$ cat config.mk
export PLATFORM = sky130hd
export DESIGN_NAME = ren_conv_seq_ctrl
export DESIGN_NICKNAME = d
export VERILOG_FILES = /design/src/rtl/ren_conv_pkg.sv /design/src/rtl/ren_conv_tag_pipe.sv /design/src/rtl/ren_conv_seq_ctrl.sv
export SDC_FILE = /design/constraint.sdc
export NUM_CORES = 1
export LEC_CHECK = 0
export ABC_AREA = 1
export CORE_MARGIN = 2
export CORE_UTILIZATION = 51
export DETAILED_ROUTE_END_ITERATION = 8
export PLACE_DENSITY = 0.85
export REMOVE_ABC_BUFFERS = 1
export SYNTH_ARGS = -nofsm -noshare
export SYNTH_HDL_FRONTEND = slang
export SYNTH_SLANG_ARGS = --single-unit
$ cat constraint.sdc
create_clock -name clk -period 2 [get_ports clk]
set_input_delay 0.3 -clock clk [delete_from_list [all_inputs] [get_ports clk]]
set_output_delay 0.3 -clock clk [all_outputs]
set_load 0.05 [all_outputs]
$ cat src/rtl/ren_conv_pkg.sv
// ren_conv shared types: sequencer FSM states, tag-pipe bundle,
// kernel slot base size and the stride-zero substitution rule.
package ren_conv_pkg;

    typedef enum logic [1:0] {
        ST_IDLE,
        ST_RUN,
        ST_DRAIN,
        ST_DONE
    } state_e;

    // Kernel slot size in words for kern_addr_mode = 0; mode 1 doubles it.
    localparam int unsigned KERN_SLOT_WORDS = 4;

    // A programmed stride of zero walks the image as if it were one.
    localparam logic [7:0] STRIDE_ZERO_AS = 8'd1;

    typedef struct packed {
        logic clr;
        logic last;
        logic col_odd;
        logic col_final;
    } tag_t;

    function automatic logic [7:0] eff_stride(input logic [7:0] s);
        return (s == 8'd0) ? STRIDE_ZERO_AS : s;
    endfunction

endpackage

$ cat src/rtl/ren_conv_tag_pipe.sv
// ren_conv_tag_pipe: enable-gated shift register that delays the
// read tags by PIPE_LAT datapath advances.
// Ports: clk, reset_n (sync, active-low), flush_i (sync clear),
//   en_i (advance), tag_i (tag entering), last_o/col_odd_o/col_final_o
//   (tag leaving), busy_o (any live entry still in flight).
module ren_conv_tag_pipe
    import ren_conv_pkg::*;
#(
    parameter int PIPE_LAT = 3
) (
    input  logic clk,
    input  logic reset_n,
    input  logic flush_i,
    input  logic en_i,
    input  tag_t tag_i,
    output logic last_o,
    output logic col_odd_o,
    output logic col_final_o,
    output logic busy_o
);

    tag_t [PIPE_LAT-1:0] stage_q;
    tag_t [PIPE_LAT-1:0] stage_d;

    always_comb begin
        stage_d = stage_q;
        if (en_i) begin
            stage_d[0] = tag_i;
            for (int i = 1; i < PIPE_LAT; i++) begin
                stage_d[i] = stage_q[i-1];
            end
        end
    end

    always_ff @(posedge clk) begin
        if (!reset_n || flush_i) begin
            stage_q <= '0;
        end else begin
            stage_q <= stage_d;
        end
    end

    // Every issued read carries clr or last at a column boundary, and the
    // final read of a run always carries last, so this is an empty test.
    always_comb begin
        busy_o = 1'b0;
        for (int i = 0; i < PIPE_LAT; i++) begin
            busy_o = busy_o | stage_q[i].clr | stage_q[i].last;
        end
    end

    assign last_o      = stage_q[PIPE_LAT-1].last;
    assign col_odd_o   = stage_q[PIPE_LAT-1].col_odd;
    assign col_final_o = stage_q[PIPE_LAT-1].col_final;

endmodule

$ cat src/rtl/ren_conv_seq_ctrl.sv
// ren_conv_seq_ctrl: loop sequencer for the ren_conv datapath. Walks
// kernel x column x kernel-column loops, issues image/kernel reads with
// accumulate tags, then pool-capture and result-write strobes.
// Ports: clk, reset_n (sync active-low), soft_rst_i, start_i (rising
//   edge starts), config inputs (kern_cols/cols/kerns/stride/mode/
//   result_cols/en_max_pool), dp_ready_i (advance enable);
//   img_addr_o, kern_addr_o, rd_en_o, acc_clr_o, acc_last_o,
//   pool_cap_o, rslt_we_o, rslt_addr_o, busy_o, done_o, err_o.
// Optional: define REN_CONV_PERF_CNT_EN for perf_cycles_o/perf_stalls_o.
module ren_conv_seq_ctrl
    import ren_conv_pkg::*;
#(
    parameter int KERN_COL_WIDTH  = 3,
    parameter int COL_WIDTH       = 8,
    parameter int KERN_CNT_WIDTH  = 3,
    parameter int IMG_ADDR_WIDTH  = 6,
    parameter int KERN_ADDR_WIDTH = 6,
    parameter int RSLT_ADDR_WIDTH = 6,
    parameter int PIPE_LAT        = 3
) (
    input  logic                       clk,
    input  logic                       reset_n,
    input  logic                       soft_rst_i,
    input  logic                       start_i,
    input  logic [KERN_COL_WIDTH-1:0]  kern_cols_i,
    input  logic [COL_WIDTH-1:0]       cols_i,
    input  logic [KERN_CNT_WIDTH-1:0]  kerns_i,
    input  logic [7:0]                 stride_i,
    input  logic                       kern_addr_mode_i,
    input  logic [7:0]                 result_cols_i,
    input  logic                       en_max_pool_i,
    input  logic                       dp_ready_i,
    output logic [IMG_ADDR_WIDTH-1:0]  img_addr_o,
    output logic [KERN_ADDR_WIDTH-1:0] kern_addr_o,
    output logic                       rd_en_o,
    output logic                       acc_clr_o,
    output logic                       acc_last_o,
    output logic                       pool_cap_o,
    output logic                       rslt_we_o,
    output logic [RSLT_ADDR_WIDTH-1:0] rslt_addr_o,
    output logic                       busy_o,
    output logic                       done_o,
`ifdef REN_CONV_PERF_CNT_EN
    output logic [31:0]                perf_cycles_o,
    output logic [31:0]                perf_stalls_o,
`endif
    output logic                       err_o
);

    // Untruncated c*stride + kc needs the column and stride widths plus a carry.
    localparam int IMG_FULL_W = COL_WIDTH + 9;

    state_e state_q, state_d;
    logic   start_prev_q, start_prev_d;

    logic [KERN_COL_WIDTH-1:0] kcols_q, kcols_d, kc_q, kc_d;
    logic [COL_WIDTH-1:0]      cols_q, cols_d, c_q, c_d;
    logic [KERN_CNT_WIDTH-1:0] kerns_q, kerns_d, ks_q, ks_d;
    logic [7:0]                stride_q, stride_d;
    logic [7:0]                rcols_q, rcols_d;
    logic                      mode_q, mode_d;
    logic                      pool_q, pool_d;

    logic [IMG_FULL_W-1:0]      img_base_q, img_base_d;
    logic [KERN_ADDR_WIDTH-1:0] kern_base_q, kern_base_d;
    logic [8:0]                 wr_cnt_q, wr_cnt_d;
    logic [RSLT_ADDR_WIDTH-1:0] rslt_addr_q, rslt_addr_d;
    logic                       err_q, err_d;

    logic rst_now, active, run, start_edge;
    logic kc_last, c_last, ks_last;
    logic [IMG_FULL_W-1:0]      img_full;
    logic                       img_ovf;
    logic [KERN_ADDR_WIDTH-1:0] slot_words;
    tag_t tag_in;
    logic p_last, p_odd, p_final, pipe_busy;
    logic col_evt, pair_wr, wr_ok;

    assign rst_now    = !reset_n || soft_rst_i;
    assign active     = (state_q == ST_RUN || state_q == ST_DRAIN) && !rst_now;
    assign run        = (state_q == ST_RUN) && !rst_now;
    assign start_edge = start_i && !start_prev_q;

    assign kc_last = (kc_q == kcols_q);
    assign c_last  = (c_q == cols_q);
    assign ks_last = (ks_q == kerns_q);

    assign img_full   = img_base_q + IMG_FULL_W'(kc_q);
    assign img_ovf    = |img_full[IMG_FULL_W-1:IMG_ADDR_WIDTH];
    assign slot_words = KERN_ADDR_WIDTH'(KERN_SLOT_WORDS << mode_q);

    assign img_addr_o  = img_full[IMG_ADDR_WIDTH-1:0];
    assign kern_addr_o = kern_base_q + KERN_ADDR_WIDTH'(kc_q);
    assign rd_en_o     = run && dp_ready_i;
    assign acc_clr_o   = run && (kc_q == '0);
    assign acc_last_o  = run && kc_last;

    always_comb begin
        tag_in = '0;
        if (rd_en_o) begin
            tag_in.clr       = (kc_q == '0);
            tag_in.last      = kc_last;
            tag_in.col_odd   = c_q[0];
            tag_in.col_final = c_last;
        end
    end

    ren_conv_tag_pipe #(
        .PIPE_LAT (PIPE_LAT)
    ) u_tag_pipe (
        .clk         (clk),
        .reset_n     (reset_n),
        .flush_i     (soft_rst_i),
        .en_i        (dp_ready_i),
        .tag_i       (tag_in),
        .last_o      (p_last),
        .col_odd_o   (p_odd),
        .col_final_o (p_final),
        .busy_o      (pipe_busy)
    );

    // A column completes when its last tag leaves the pipe on an advance.
    // With pooling, even columns are held for pairing unless they are the
    // kernel's final column, which has no partner.
    assign col_evt    = active && dp_ready_i && p_last;
    assign pair_wr    = !pool_q || p_odd || p_final;
    assign wr_ok      = (wr_cnt_q <= {1'b0, rcols_q});
    assign pool_cap_o = col_evt && !pair_wr;
    assign rslt_we_o  = col_evt && pair_wr && wr_ok;

    assign rslt_addr_o = rslt_addr_q;
    assign busy_o      = (state_q == ST_RUN) || (state_q == ST_DRAIN);
    assign done_o      = (state_q == ST_DONE);
    assign err_o       = err_q;

    always_comb begin
        state_d      = state_q;
        start_prev_d = start_i;
        kcols_d      = kcols_q;
        cols_d       = cols_q;
        kerns_d      = kerns_q;
        stride_d     = stride_q;
        rcols_d      = rcols_q;
        mode_d       = mode_q;
        pool_d       = pool_q;
        kc_d         = kc_q;
        c_d          = c_q;
        ks_d         = ks_q;
        img_base_d   = img_base_q;
        kern_base_d  = kern_base_q;
        wr_cnt_d     = wr_cnt_q;
        rslt_addr_d  = rslt_addr_q;
        err_d        = err_q;

        if (rslt_we_o) begin
            wr_cnt_d    = wr_cnt_q + 9'd1;
            rslt_addr_d = rslt_addr_q + RSLT_ADDR_WIDTH'(1);
        end
        if (rd_en_o && img_ovf) begin
            err_d = 1'b1;
        end

        unique case (state_q)
            ST_IDLE: begin
                if (start_edge) begin
                    state_d     = ST_RUN;
                    kcols_d     = kern_cols_i;
                    cols_d      = cols_i;
                    kerns_d     = kerns_i;
                    stride_d    = eff_stride(stride_i);
                    rcols_d     = result_cols_i;
                    mode_d      = kern_addr_mode_i;
                    pool_d      = en_max_pool_i;
                    kc_d        = '0;
                    c_d         = '0;
                    ks_d        = '0;
                    img_base_d  = '0;
                    kern_base_d = '0;
                    wr_cnt_d    = '0;
                    rslt_addr_d = '0;
                end
            end
            ST_RUN: begin
                if (rd_en_o) begin
                    if (kc_last) begin
                        kc_d = '0;
                        if (c_last) begin
                            c_d        = '0;
                            img_base_d = '0;
                            if (ks_last) begin
                                state_d = ST_DRAIN;
                            end else begin
                                ks_d        = ks_q + KERN_CNT_WIDTH'(1);
                                kern_base_d = kern_base_q + slot_words;
                            end
                        end else begin
                            c_d        = c_q + COL_WIDTH'(1);
                            img_base_d = img_base_q + IMG_FULL_W'(stride_q);
                        end
                    end else begin
                        kc_d = kc_q + KERN_COL_WIDTH'(1);
                    end
                end
            end
            ST_DRAIN: begin
                if (!pipe_busy) begin
                    state_d = ST_DONE;
                end
            end
            ST_DONE: begin
                if (!start_i) begin
                    state_d = ST_IDLE;
                end
            end
            default: state_d = ST_IDLE;
        endcase
    end

    always_ff @(posedge clk) begin
        if (rst_now) begin
            state_q      <= ST_IDLE;
            start_prev_q <= 1'b0;
            kcols_q      <= '0;
            cols_q       <= '0;
            kerns_q      <= '0;
            stride_q     <= '0;
            rcols_q      <= '0;
            mode_q       <= 1'b0;
            pool_q       <= 1'b0;
            kc_q         <= '0;
            c_q          <= '0;
            ks_q         <= '0;
            img_base_q   <= '0;
            kern_base_q  <= '0;
            wr_cnt_q     <= '0;
            rslt_addr_q  <= '0;
            err_q        <= 1'b0;
        end else begin
            state_q      <= state_d;
            start_prev_q <= start_prev_d;
            kcols_q      <= kcols_d;
            cols_q       <= cols_d;
            kerns_q      <= kerns_d;
            stride_q     <= stride_d;
            rcols_q      <= rcols_d;
            mode_q       <= mode_d;
            pool_q       <= pool_d;
            kc_q         <= kc_d;
            c_q          <= c_d;
            ks_q         <= ks_d;
            img_base_q   <= img_base_d;
            kern_base_q  <= kern_base_d;
            wr_cnt_q     <= wr_cnt_d;
            rslt_addr_q  <= rslt_addr_d;
            err_q        <= err_d;
        end
    end

`ifdef REN_CONV_PERF_CNT_EN
    logic [31:0] perf_cycles_q, perf_cycles_d;
    logic [31:0] perf_stalls_q, perf_stalls_d;

    always_comb begin
        perf_cycles_d = perf_cycles_q;
        perf_stalls_d = perf_stalls_q;
        if (state_q == ST_IDLE && start_edge) begin
            perf_cycles_d = '0;
            perf_stalls_d = '0;
        end else if (active) begin
            if (perf_cycles_q != '1) begin
                perf_cycles_d = perf_cycles_q + 32'd1;
            end
            if (!dp_ready_i && perf_stalls_q != '1) begin
                perf_stalls_d = perf_stalls_q + 32'd1;
            end
        end
    end

    always_ff @(posedge clk) begin
        if (rst_now) begin
            perf_cycles_q <= '0;
            perf_stalls_q <= '0;
        end else begin
            perf_cycles_q <= perf_cycles_d;
            perf_stalls_q <= perf_stalls_d;
        end
    end

    assign perf_cycles_o = perf_cycles_q;
    assign perf_stalls_o = perf_stalls_q;
`endif

endmodule

==> results by group, run 1 <==
STA
  – Clock Skew: 0.0169 ns
  – Final Cycle Share: 1.19
  – Setup WS post-layout: -0.377 ns
  – Final hold viol count: 0
  – Hold slack final: 0.453 ns
  – Setup tns final: -3.09 ns
  – Worst Tran Pin Value: 0.568 ns
  – # setup viols final: 29
  – Fin crit period: 2.38 ns
  – Slew HR: 0.620
  – Final Slew Violations: 0
  – RSZ-0062 raised after global routing: true
  – Max Freq: 421 MHz

GRT
  – Initial antenna violation count: 0
  – Gr ovfl total: 0
  – Pin count of the biggest net entering global routing: 47
  – Vias in the first global route: 5710
  – First-pass GRT wire length: 27300 um
  – Gr usage total: 0.298

Finish
  – Multi-input logic area: 0.00361 mm^2
  – Synth-to-Final Area Change: 46.1%
  – Number of fill cells: 599
  – Post-Layout Inst Area: 0.00787 mm^2
  – Register area: 0.00199 mm^2
  – Antenna diode count: 0
  – Nets: 980
  – Share of cells above drive strength 1: 0.275

Run status
  – Failing checks: setup timing
  – Status: finished, violations left

Floorplan
  – Number of cell rows: 37
  – DIE AREA: 0.0114 mm^2
  – Core box area: 0.0103 mm^2
  – Initial Util: 0.524
  – I/O pin total: 63
  – Die width: 107 um
  – Die H: 107 um

Placement
  – DP HPWL: 10100 um
  – Dpl ws: -0.234 ns
  – DP Area: 0.00660 mm^2
  – Port bufs: 62
  – GP Congestion: 0.871

Route
  – Drc violations: 0
  – Vias: 6352
  – Antenna viol nets, final: 0
  – Total iterations of the first detailed-routing run: 6
  – Vias per inst: 6.06
  – DR iter-0 viols: 834
  – Post-Route WL: 20800 um
  – WL/cell: 19.8 um

Yosys
  – Post-Syn Area: 0.00539 mm^2
  – Dominant cell type by area after synthesis: dfxtp_1
  – #FFs+latches synth: 98
  – Sequential share of the synthesized area: 0.364
  – Post-synth EDFFs: 0
  – Top post-synthesis cells by area: dfxtp_1 36%, nand2_1 12%, a21oi_1 8.0%
  – Post-synthesis cell type count: 38
  – Syn Area/Cell: 7.01 um^2
  – Count leader, synth: nand2_1
  – Top-area cell type share of the netlist area: 0.364
  – Async set-reset flop share out of synthesis: 0
  – Post-synth top cells: 168 x nand2_1, 98 x dfxtp_1, 90 x inv_1, 86 x a21oi_1, 70 x nor2_1
  – Cells after Synth: 769
  – Top_reg_cell synth: dfxtp_1
  – Yosys warns: 0

Power
  – P_leak: 3.15 nW
  – Max VDD drop: 0.459 mV
  – Overall power: 4.29 mW
  – Cell area power density: 545 mW/mm^2

CTS
  – Root Buffer Master: clkbuf_8
  – CTS Buf Count: 9
  – Clock Latency Late Sink: 0.40 ns
  – Clock slew at reported path FFs: 0.11 ns
  – Clk sinks: 98
  – CTS tree: done
  – Clock buffer depth: 2
  – H-tree lvl count: 3

Critical path
  – Worst path cell trace: ha_4 > inv_2 > fa_2 > inv_2 > nand3_2 > nand2_2 > buf_12 > xor2_4 > buf_12
  – CP required: 1.70 ns
  – CP startpoint kind: flop
  – CP delay by family, top: adder cells
  – Reg2reg end: err_o$_SDFFE_PP0P_
  – CP peak stage delay: 0.41 ns
  – CP endpoint kind: output port
  – Buf+Inv Stages, Crit Path: 4
  – WP data arrival: 2.08 ns
  – Maximum fanout along the worst path: 2
  – Reg2reg start: kc_q[0]$_SDFFE_PP0P_
  – CP max-delay cell: fa_2
  – Reg2Reg Setup Slack: -0.25 ns
  – Worst reg2reg path depth: 17
  – Crit Path Category: reg -> out

Hold path
  – Hold Path End: err_o$_SDFFE_PP0P_
  – Worst Hold Depth: 2
  – HP Start: err_o$_SDFFE_PP0P_
  – Worst Hold Class: reg -> reg

Flow run
  – Max Cap Violations: 0
==> report_power, final <==
group	leakage (nW)	internal, mW	switching, mW
combinational	2.24	0.397	0.547
sequential	0.800	1.99	0.0341
clock	0.100	0.514	0.809
==> final cells by class <==
| class | instances | share of cell area |
|---|---|---|
| clock inverters | 6 | 0.00731 |
| clock buffers | 10 | 0.0175 |
| inverters | 93 | 0.0472 |
| repair buffers | 153 | 0.195 |
| flip-flops and latches | 98 | 0.253 |
| multi-input cells | 553 | 0.459 |
| well taps | 136 | 0.0216 |
==> repair_timing <==
item                                    4_1_cts  5_1_grt
resized for setup                            88      103
hold buffers                                  0        0
buffers inserted                             25       18
cloned                                        0        1
endpoints found under the setup margin       18       56
pin swaps                                    23       35
==> metrics by stage <==
stage           util  instances
2_1_floorplan      -        743
3_3_place_gp   0.642        993
3_5_place_dp   0.642        993
4_1_cts        0.715       1034
5_1_grt        0.766       1049
6_report       0.766       1049
==> layer usage <==
layer | wire (um) | vias to the layer above | GRT usage
met1 | 7030 | 2874 | 0.354
met5 | 0 | - | 0
li1 | - | 2786 | -
met2 | 9870 | 529 | 0.526
met3 | 2230 | 163 | 0.0389
met4 | 1640 | 0 | 0.154
==> registers in the layout, summed over array words and instances, names as in the netlist <==
signal,count
kern_base_q,4
pool_q,1
stride_q,8
kc_q,3
kcols_q,3
u_tag_pipe.stage_q,9
u_tag_pipe.col_final_o,1
mode_q,1
img_base_q,17
start_prev_q,1
err_o,1
wr_cnt_q,9
rcols_q,8
u_tag_pipe.last_o,1
c_q,8
state_q,2
cols_q,8
ks_q,3
u_tag_pipe.col_odd_o,1
kerns_q,3
rslt_addr_o,6
==> cell families after synthesis <==
family                     count (synthesis)  synth area share
AOI/OAI and AO/OA                        148             0.144
xor gates and xnor gates                  27            0.0439
adders and majority gates                 35            0.0854
buffers and inverters                    119            0.0870
DFF                                       98             0.364
and+or+nand+nor                          342             0.275
==> tightest hold or removal path: stages (launching register included) <==
cell and delay, ns:
dfxtp_1 0.32, inv_1 0.04, a21oi_1 0.05
==> worst max path at each step <==
stage                                from                          to  slack, ns  depth (start not counted)
3_3_place_gp                      start_i  img_base_q[4]$_SDFFE_PP0P_      -0.14                         11
6_report             kc_q[0]$_SDFFE_PP0P_               img_addr_o[4]      -0.38                          9
3_5_place_dp                      start_i  img_base_q[6]$_SDFFE_PP0P_      -0.23                         11
4_1_cts        img_base_q[0]$_SDFFE_PP0P_               img_addr_o[4]      -0.18                          9
2_1_floorplan                     start_i  img_base_q[4]$_SDFFE_PP0P_      -1.25                         10
5_1_grt              kc_q[0]$_SDFFE_PP0P_               img_addr_o[4]      -0.40                          9
==> cells in the final DEF, fill, tap and decap left out, types with 5 or more instances in the layout <==
cell type        count
nand2_1            153
dfxtp_1             85
a21oi_1             77
inv_1               75
buf_4               75
nor2_1              62
nand3_1             52
clkdlybuf4s50_1     43
o21ai_0             31
ha_1                20
buf_12              16
buf_6               15
nand2_2             13
nand4_1             12
ha_4                11
xor2_1              10
inv_2               10
nor2_4              10
clkbuf_8            10
a21oi_2              9
xnor2_1              9
dfxtp_2              8
nand2_4              7
o21ai_1              7
nor3_1               6
o21ai_2              6
nand3_2              6
inv_4                6
nand3_4              5
o22ai_1              5
dfxtp_4              5
(Power assumes the default switching activity.)
==> run 2: changes to the inputs <==
Settings changed: CORE_MARGIN 2 to 1.5, REMOVE_ABC_BUFFERS 1 to default.
==> run 2 against run 1 <==
Net effect:
- setup slack better by 0.14 ns
- combinational power is 18% lower
- core utilization is 4.7 points lower
- critical path type unchanged
- clock power is essentially flat
- sequential share of layout area increased by 1.5 points
- the flow still finishes with violations (setup timing)
- largest cell class unchanged
- clock skew is essentially flat
- fmax is 6.1% higher
- sequential power is essentially flat
- critical path depth is the same
- clock-buffer cell count rose by 2
==> results by group, run 2 (synthesized netlist as in run 1, its figures left out) <==
Hold path
  – Worst Hold Class: reg -> reg

Finish
  – Antenna diode count: 0 (unchanged)
  – Max reg flops: 17 (unchanged)
  – Post-Layout Inst Area: 0.00739 mm^2 (-6.2%)
  – Nets: 957 (-2.3%)
  – Most common cell after layout, fill and taps aside: nand2_1
  – Largest Register: img_base_q
  – Share of cells above drive strength 1: 0.221 (-0.0536)
  – Commonest cells after routing, fill and taps aside: 159 x nand2_1, 88 x dfxtp_1, 81 x a21oi_1
  – Fin cells: 1026 (-2.2%)
  – Post-layout util: 0.719 (-0.0471)
  – Synth-to-Final Area Change: 37.1%
  – Top Registers: img_base_q x17, u_tag_pipe.stage_q x9, wr_cnt_q x9

Critical path
  – CP max-delay cell: dfxtp_2
  – CP dominant cell by count: inv_2
  – CP delay by family, top: adder cells
  – CP endpoint kind: output port
  – WP data arrival: 1.94 ns (-0.14 ns)
  – Buf+Inv Stages, Crit Path: 4 (unchanged)
  – Maximum fanout along the worst path: 2 (unchanged)
  – Crit Path Category: reg -> out
  – CP peak stage delay: 0.37 ns (-0.04 ns)
  – CP startpoint kind: flop
  – Worst path cell trace: ha_4 > inv_2 > fa_2 > inv_2 > nand3_2 > nand2_4 > buf_6 > xor2_4 > buf_12
  – CP required: 1.70 ns (about the same)

Run status
  – Failing checks: setup timing
  – Status: finished, violations left

STA
  – Final hold viol count: 0 (unchanged)
  – Final Slew Violations: 0 (unchanged)
  – Worst Tran Pin Value: 0.511 ns (-0.0572 ns)
  – Final Cycle Share: 1.12 (-0.0688)
  – Max Freq: 447 MHz (+6.1%)
  – Setup WS post-layout: -0.240 ns (+0.138 ns)
  – Slew HR: 0.659 (+0.0390)
  – RSZ-0062 raised after global routing: true
  – Clock Skew: 0.0168 ns (-0.0000226 ns)
  – # setup viols final: 14 (-52%)
  – Fin crit period: 2.24 ns (-0.138 ns)

CTS
  – H-tree lvl count: 3 (unchanged)
  – CTS Buf Count: 9 (unchanged)
  – Clock slew at reported path FFs: 0.09 ns (-0.02 ns)
  – Post-CTS Hold Buffers: 0 (unchanged)
  – CTS tree: done
  – Root Buffer Master: clkbuf_8
  – Clock Latency Late Sink: 0.37 ns (-0.03 ns)
  – Clock buffer depth: 2 (unchanged)
  – Clk sinks: 98 (unchanged)

Floorplan
  – Core box area: 0.0103 mm^2 (unchanged)
  – Number of cell rows: 37 (unchanged)
  – Initial Util: 0.524 (unchanged)
  – DIE AREA: 0.0112 mm^2 (-1.9%)
  – Die width: 106 um (-0.94%)
  – Die H: 106 um (-0.94%)
  – I/O pin total: 63 (unchanged)

Route
  – Drc violations: 0 (unchanged)
  – Vias per inst: 5.57 (-8.0%)
  – Vias: 5713 (-10%)
  – Total iterations of the first detailed-routing run: 8 (+2)
  – Antenna viol nets, final: 0 (unchanged)
  – DR iter-0 viols: 576 (-31%)
  – Post-Route WL: 16100 um (-22%)
  – WL/cell: 15.7 um (-21%)

Power
  – Internal cell power: 2.95 mW (+1.9%)
  – Logic pwr share: 0.189 (-0.031)
  – P_leak: 2.96 nW (-5.9%)
  – Clock Power Share: 0.322 (+0.014)
  – Sequential group share of total power: 0.490 (+0.019)
  – Cell area power density: 557 mW/mm^2 (+2.3%)
  – Net Sw Power: 1.17 mW (-16%)
  – Overall power: 4.12 mW (-4.0%)
  – Max VDD drop: 0.574 mV (+25%)
  – Switching part of the total power: 0.283 (-0.0412)

Placement
  – GP Congestion: 0.912 (+4.7%)
  – Placed Instances: 987 (-0.60%)
  – DP HPWL: 10000 um (-0.87%)
  – DP Area: 0.00660 mm^2 (about the same)
  – Dpl ws: -0.206 ns (+0.0279 ns)
  – Port bufs: 62 (unchanged)

GRT
  – Initial antenna violation count: 0 (unchanged)
  – Gr usage total: 0.273 (-0.0256)
  – Pin count of the biggest net entering global routing: 47 (unchanged)
  – Gr ovfl total: 0 (unchanged)
  – Vias in the first global route: 5420 (-5.1%)
  – First-pass GRT wire length: 24600 um (-10%)

Flow run
  – Max Cap Violations: 0 (unchanged)

Yosys
  – Syn_nets: 841
[run 2: area by class of cell]
| type | instances | area [um^2] |
|---|---|---|
| well taps | 136 | 170 |
| fillers | 723 | 2890 |
| flip-flops and latches | 98 | 1980 |
| repair buffers | 131 | 1300 |
| clock buffers | 12 | 155 |
| inverters | 93 | 360 |
| multi-input cells | 552 | 3370 |
| clock inverters | 4 | 50.0 |
[run 2: what timing repair did]
| item | 4_1_cts | 5_1_grt |
|---|---|---|
| setup endpoints to repair | 16 | 47 |
| buffers inserted | 14 | 10 |
| pin swaps | 22 | 27 |
| gates resized for setup | 50 | 58 |
[run 2: worst paths after layout]
kind | depth (start not counted) | end | start | slack [ns]
max reg2reg | 13 | img_base_q[16]$_SDFFE_PP0P_ | img_base_q[0]$_SDFFE_PP0P_ | -0.20
min reg2reg | 2 | rcols_q[1]$_SDFFE_PP0P_ | rcols_q[1]$_SDFFE_PP0P_ | 0.47
min | 2 | rcols_q[1]$_SDFFE_PP0P_ | rcols_q[1]$_SDFFE_PP0P_ | 0.47
max | 9 | img_addr_o[4] | img_base_q[0]$_SDFFE_PP0P_ | -0.24
[run 2: power by group through the flow]
stage	clock network, mW	logic, mW	registers [mW]
finish	1.32	0.777	2.02
detailed placement	0	0.679	2.06
floorplan	0	0.402	2.06
global placement	0	0.665	2.06
CTS	1.33	0.698	2.01
global route	1.40	0.839	2.02
[run 2: through the flow]
stage | setup TNS (ns) | hold WS (ns)
after floorplan | -0.144 | 0.435
after global placement | -1.23 | 0.447
after detailed placement | -5.24 | 0.453
after CTS | -0.556 | 0.469
after global routing | -4.05 | 0.489
final | -1.41 | 0.465
[run 2: worst reg2reg max path: stages, from the launching register on]
cell,delay [ns]
dfxtp_2,0.37
buf_4,0.13
ha_4,0.13
inv_2,0.04
fa_2,0.34
inv_2,0.08
nand2_2,0.06
o21ai_2,0.17
nand4_1,0.15
nand3_2,0.15
buf_4,0.13
nand3_1,0.08
xor2_1,0.20
nor2_1,0.06
[run 2: routing by layer]
layer	GRT usage	vias up	wire length, um
li1	-	2744	-
met1	0.336	2608	6590
met2	0.461	281	7750
met3	0.0439	80	991
met4	0.138	0	790
met5	0	-	0
